==> config.mk <==
export PLATFORM = sky130hd
export DESIGN_NAME = div_sched
export DESIGN_NICKNAME = d
export VERILOG_FILES = /design/src/rtl/alu_div_pkg.sv /design/src/rtl/div_sched_rr_arbiter.sv /design/src/rtl/div_sched.sv
export SDC_FILE = /design/constraint.sdc
export NUM_CORES = 1
export LEC_CHECK = 0
export CAP_MARGIN = 10
export CORE_ASPECT_RATIO = 0.8
export CORE_MARGIN = 4
export CORE_UTILIZATION = 41
export DETAILED_ROUTE_END_ITERATION = 6
export GPL_ROUTABILITY_DRIVEN = 0
export PLACE_DENSITY_LB_ADDON = 0.15
export SYNTH_ARGS = -nofsm -noshare
export SYNTH_HDL_FRONTEND = slang
export SYNTH_SLANG_ARGS = --single-unit
==> constraint.sdc <==
create_clock -name clk -period 1.75 [get_ports clk]
set_input_delay 0.2625 -clock clk [delete_from_list [all_inputs] [get_ports clk]]
set_output_delay 0.2625 -clock clk [all_outputs]
set_load 0.01 [all_outputs]
==> src/rtl/alu_div_pkg.sv <==
// rtl/alu_div_pkg.sv - shared types and helpers for the divider scheduler
package alu_div_pkg;

  typedef enum logic [1:0] {
    IDLE  = 2'd0,
    ISSUE = 2'd1,
    WAIT  = 2'd2,
    RESP  = 2'd3
  } state_t;

  localparam int DEF_W = 8;

  // Tag width never collapses to zero bits, even for a single requester.
  function automatic int id_width(input int n);
    return (n > 1) ? $clog2(n) : 1;
  endfunction

endpackage

==> src/rtl/div_sched_rr_arbiter.sv <==
// rtl/div_sched_rr_arbiter.sv - combinational round-robin grant from a rotating start pointer
module rr_arbiter
  import alu_div_pkg::*;
#(
  parameter int N_REQ = 2,
  parameter int ID_W  = id_width(N_REQ)
) (
  input  logic [N_REQ-1:0] valid,
  input  logic [ID_W-1:0]  ptr,
  output logic [N_REQ-1:0] grant,
  output logic [ID_W-1:0]  idx,
  output logic             any
);

  int j;

  always_comb begin
    grant = '0;
    idx   = '0;
    any   = 1'b0;
    j     = 0;
    for (int k = 0; k < N_REQ; k++) begin
      j = int'(ptr) + k;
      if (j >= N_REQ) j = j - N_REQ;
      if (!any && valid[j]) begin
        any      = 1'b1;
        grant[j] = 1'b1;
        idx      = ID_W'(j);
      end
    end
  end

endmodule

==> src/rtl/div_sched.sv <==
// rtl/div_sched.sv - round-robin scheduler sharing one divider between N_REQ requesters
// Optional watchdog on the divider wait enabled by defining DIV_TIMEOUT_EN.
module div_sched
  import alu_div_pkg::*;
#(
  parameter int N_REQ  = 2,
  parameter int W      = DEF_W,
  parameter int ID_W   = id_width(N_REQ),
  parameter int TO_CYC = 64
) (
  input  logic               clk,
  input  logic               reset,
  input  logic [N_REQ-1:0]   req_valid,
  output logic [N_REQ-1:0]   req_ready,
  input  logic [N_REQ*W-1:0] req_a,
  input  logic [N_REQ*W-1:0] req_b,
  output logic               resp_valid,
  input  logic               resp_ready,
  output logic [ID_W-1:0]    resp_id,
  output logic [2*W-1:0]     resp_quot,
  output logic               resp_dbz,
  output logic               resp_err,
  output logic               div_start,
  output logic [W-1:0]       div_a,
  output logic [W-1:0]       div_b,
  input  logic [2*W-1:0]     div_quot,
  input  logic               div_done
);

  state_t            state, state_nxt;
  logic [ID_W-1:0]   rr_ptr;
  logic [W-1:0]      a_q, b_q;
  logic [ID_W-1:0]   id_q;
  logic [2*W-1:0]    quot_q;
  logic              dbz_q;
  logic              first_wait;

  logic [N_REQ-1:0]  gnt;
  logic [ID_W-1:0]   gnt_idx;
  logic              gnt_any;
  logic [W-1:0]      sel_a, sel_b;
  logic              accept, done_ok, to_hit;

  rr_arbiter #(
    .N_REQ (N_REQ),
    .ID_W  (ID_W)
  ) u_arb (
    .valid (req_valid),
    .ptr   (rr_ptr),
    .grant (gnt),
    .idx   (gnt_idx),
    .any   (gnt_any)
  );

  assign sel_a  = req_a[int'(gnt_idx)*W +: W];
  assign sel_b  = req_b[int'(gnt_idx)*W +: W];
  assign accept = (state == IDLE) && gnt_any;
  // A done level still high from the previous operation is visible on the first WAIT cycle.
  assign done_ok = (state == WAIT) && !first_wait && div_done;

`ifdef DIV_TIMEOUT_EN
  localparam int TO_W = $clog2(TO_CYC + 1);

  logic [TO_W-1:0] wait_cnt;
  logic            err_q;

  assign to_hit = (state == WAIT) && !done_ok && (wait_cnt == TO_W'(TO_CYC - 1));

  always_ff @(posedge clk or posedge reset) begin
    if (reset) begin
      wait_cnt <= '0;
      err_q    <= 1'b0;
    end else begin
      if (state == ISSUE) wait_cnt <= '0;
      else if (state == WAIT) wait_cnt <= wait_cnt + TO_W'(1);
      if (accept) err_q <= 1'b0;
      else if (to_hit) err_q <= 1'b1;
    end
  end
`else
  assign to_hit = 1'b0;
`endif

  always_ff @(posedge clk or posedge reset) begin
    if (reset) begin
      state      <= IDLE;
      rr_ptr     <= '0;
      a_q        <= '0;
      b_q        <= '0;
      id_q       <= '0;
      quot_q     <= '0;
      dbz_q      <= 1'b0;
      first_wait <= 1'b0;
    end else begin
      state      <= state_nxt;
      first_wait <= (state == ISSUE);
      if (accept) begin
        a_q    <= sel_a;
        b_q    <= sel_b;
        id_q   <= gnt_idx;
        quot_q <= '0;
        dbz_q  <= (sel_b == '0);
        rr_ptr <= (gnt_idx == ID_W'(N_REQ - 1)) ? '0 : gnt_idx + ID_W'(1);
      end else if (done_ok) begin
        quot_q <= div_quot;
      end
    end
  end

  always_comb begin
    state_nxt  = state;
    req_ready  = '0;
    div_start  = 1'b0;
    div_a      = '0;
    div_b      = '0;
    resp_valid = 1'b0;
    resp_id    = '0;
    resp_quot  = '0;
    resp_dbz   = 1'b0;
    resp_err   = 1'b0;
    case (state)
      IDLE: begin
        req_ready = gnt;
        if (accept) state_nxt = (sel_b == '0) ? RESP : ISSUE;
      end
      ISSUE: begin
        div_start = 1'b1;
        div_a     = a_q;
        div_b     = b_q;
        state_nxt = WAIT;
      end
      WAIT: begin
        div_a = a_q;
        div_b = b_q;
        if (done_ok || to_hit) state_nxt = RESP;
      end
      RESP: begin
        resp_valid = 1'b1;
        resp_id    = id_q;
        resp_quot  = quot_q;
        resp_dbz   = dbz_q;
`ifdef DIV_TIMEOUT_EN
        resp_err   = err_q;
`endif
        if (resp_ready) state_nxt = IDLE;
      end
      default: state_nxt = IDLE;
    endcase
  end

endmodule
==> impl_results.md <==
* Final HPWL DP at 4010 um
* Row cnt at 22
* Grt total ovfl at 0
* PortBufs at 91
* R2r setup slk at 0.16 ns
* Setup crit end kind: output pin
* Seq. cell area at 951 sq um
* RSZ-0062 raised after global routing: true
* Reg2reg path depth at 7
* Drt wl/cell at 14.3 um
* DRC at 0
* Number of synthesized register bits at 38
* P_leak at 1.51 nW
* Hold Vio Cnt, Final at 0
* Clock-pin slew on the worst setup and hold paths at 0.08 ns
* Worst R2R End: state[0]
* Die Y at 70.3 um
* Asr flop ratio synth at 100%
* Die area at 6040 sq um
* Vias per inst at 4.76
* Post-synthesis cell type count at 32
* Number of antenna diodes at 0
* Iter 0 DRT Violations at 80
* Critical path cell sequence: buf_4 > ha_4 > buf_12 > and2_1 > buf_2
* Placed cells at 368
* Htree depth at 2
* First-pass GRT wire length at 8710 um
* Final setup vio count at 0
* FMAX at 0.591 GHz
* Clock buffer count from CTS at 5
* Initial antenna violation count at 0
* Seq/Total Area, Yosys at 47.7%
* Area delta synth->final at 53.6%
* Vias at 1813
* Final WL at 5470 um
* R2R Path Start: state[1]
* Layout Skew at 0.00858 ns
* Power density over cell area at 1460 nW/um^2
* Vias in the first global route at 1845
* Largest net degree at the start of global routing at 39
* Core footprint at 4650 sq um
* Cell Count, Final, Fillers Out at 381
* Area occupied by multi-input gates at 991 sq um
* Max-cap viol count at 0
* Post-DRT Antenna Nets at 0
* Post-Place Cell Area at 3060 sq um
* Critical Path Start Type: flip-flop
* Top Ports at 93
* Synth warn at 0
* Final core utilization at 65.8%
* Final worst-path cycle share at 96.7%
* Max Transition Viols Final at 0
* Most frequent cells in the layout: clkdlybuf4s50_1 (53), nand2_1 (46), dfrtp_1 (38), and2_1 (35), buf_2 (29)
* Status: completed
* Hold_ws at 0.405 ns
* Syn avg cell area at 9.49 sq um
* Initial Util at 42.8%
* Slew margin rel. at 63.4%
* Ys flop type: dfrtp_1
* TritonCTS clock tree: yes
* Cells after Synth at 210
* Crit-path max FO at 16
* CTS Buffer Depth at 2
* Final critical-path required period at 1.69 ns
* Max stage delay on crit path at 0.40 ns
* Mapped Area at 1990 sq um
* Setup TNS at 0 ns
* Root Buffer: clkbuf_8
* Clk_lat worst skew at 0.29 ns
* Worst Path Class, Setup: reg -> out
* Most common cell after layout, fill and taps aside: clkdlybuf4s50_1
* Crit path DAT at 1.43 ns
* Final net count at 378
* HP Class: in -> async
* Syn Nets at 268
* Worst Tran Pin Value at 0.547 ns
* CTS sink count at 38
* Max VDD drop at 0.818 mV
* DR pass1 iterations at 4
* Final instance area at 3060 sq um
* Share of layout cells above drive strength 1 at 25.5%
* EDFF count, synth at 0
* GRT Util Overall at 18.2%
* Filler Cell Count at 403
* Slowest CP cell: dfrtp_1
* CP required at 1.49 ns
* Die W at 85.9 um
==> layout make-up <==
type	count	area share (%)
clock buffers	6	2.70
clock inverters	2	0.409
inverters	5	0.613
multi-input cells	156	32.4
flip-flops and latches	38	31.1
well taps	60	2.45
repair buffers	114	30.4
==> critical path: cells and delay by family (launching register included) <==
kind / cells / cell delay [ns]
adders and majority gates: 1 / 0.16
DFF: 1 / 0.40
buffers and inverters: 3 / 0.44
and+or+nand+nor: 1 / 0.14
==> where the power goes <==
group	switching (W)	total [W]	leakage [nW]	internal (W)
clock	0.000309	0.000625	0.0472	0.000317
combinational	0.00119	0.00244	0.973	0.00125
sequential	0.000172	0.00141	0.493	0.00123
total	0.00167	0.00447	1.51	0.00280
==> sequential cells by signal (all words and copies together) (netlist names) <==
signal      flops
quot_q         16
a_q             8
b_q             8
state           2
dbz_q           1
first_wait      1
id_q            1
rr_ptr          1
==> cells in the mapped netlist, types with 3 or more instances <==
master    number  area share [%]
a21o_1         9             3.4
a21oi_1       16             4.0
a22o_1         7             3.1
and2_1        35              11
buf_2          3            0.75
buf_4          3             1.1
clkbuf_1       3            0.57
dfrtp_1       38              48
ha_1           4             2.5
inv_1          4            0.75
mux2i_1        9             4.5
nand2_1       46             8.7
nor4_1         4             1.3
o21ai_1       11             2.8
==> through the flow <==
step | setup slack [ns] | total power [W]
after global routing | -0.00916 | 0.00482
after global placement | -0.221 | 0.00377
after CTS | -0.0214 | 0.00455
after detailed placement | -0.244 | 0.00383
final | 0.0576 | 0.00447
after floorplan | 0.299 | 0.00270
==> timing repair <==
action	4_1_cts	5_1_grt
hold endpoints to repair	0	0
endpoints found under the setup margin	38	17
buffers inserted	3	2
hold buffers	0	0
pin swaps	1	0
resized for setup	133	15
==> per-layer routing <==
layer	track usage, %	up-vias	part of all wire [%]
met5	0	-	0
met4	4.75	0	0.82
met3	4.95	4	6.5
met2	30.1	49	47
met1	23.4	842	46
li1	-	918	-
==> worst max-delay path by stage <==
| stage | start | endpoint | slack (ns) | cells past startpoint |
|---|---|---|---|---|
| detailed placement | req_valid[1] | state[1] | -0.24 | 6 |
| finish | state[1] | resp_quot[11] | 0.06 | 5 |
| CTS | state[1] | div_b[5] | -0.02 | 5 |
| global route | state[1] | resp_quot[7] | -0.009 | 5 |
| global placement | req_valid[1] | state[1] | -0.22 | 6 |
| floorplan | state[1] | a_q[0] | 0.30 | 6 |
==> cell families (layout without fill, tap and decap cells) <==
logic type | Yosys count | after routing | synth area share, %
compound gates | 49 | 49 | 17.0
fa+ha+maj | 4 | 4 | 2.51
buf+inv | 16 | 127 | 4.21
flops | 38 | 38 | 47.7
mux | 10 | 10 | 5.09
other cells | 1 | 1 | 0.188
simple gates | 92 | 92 | 23.3
Note: power is estimated with default switching activity, not from simulation.
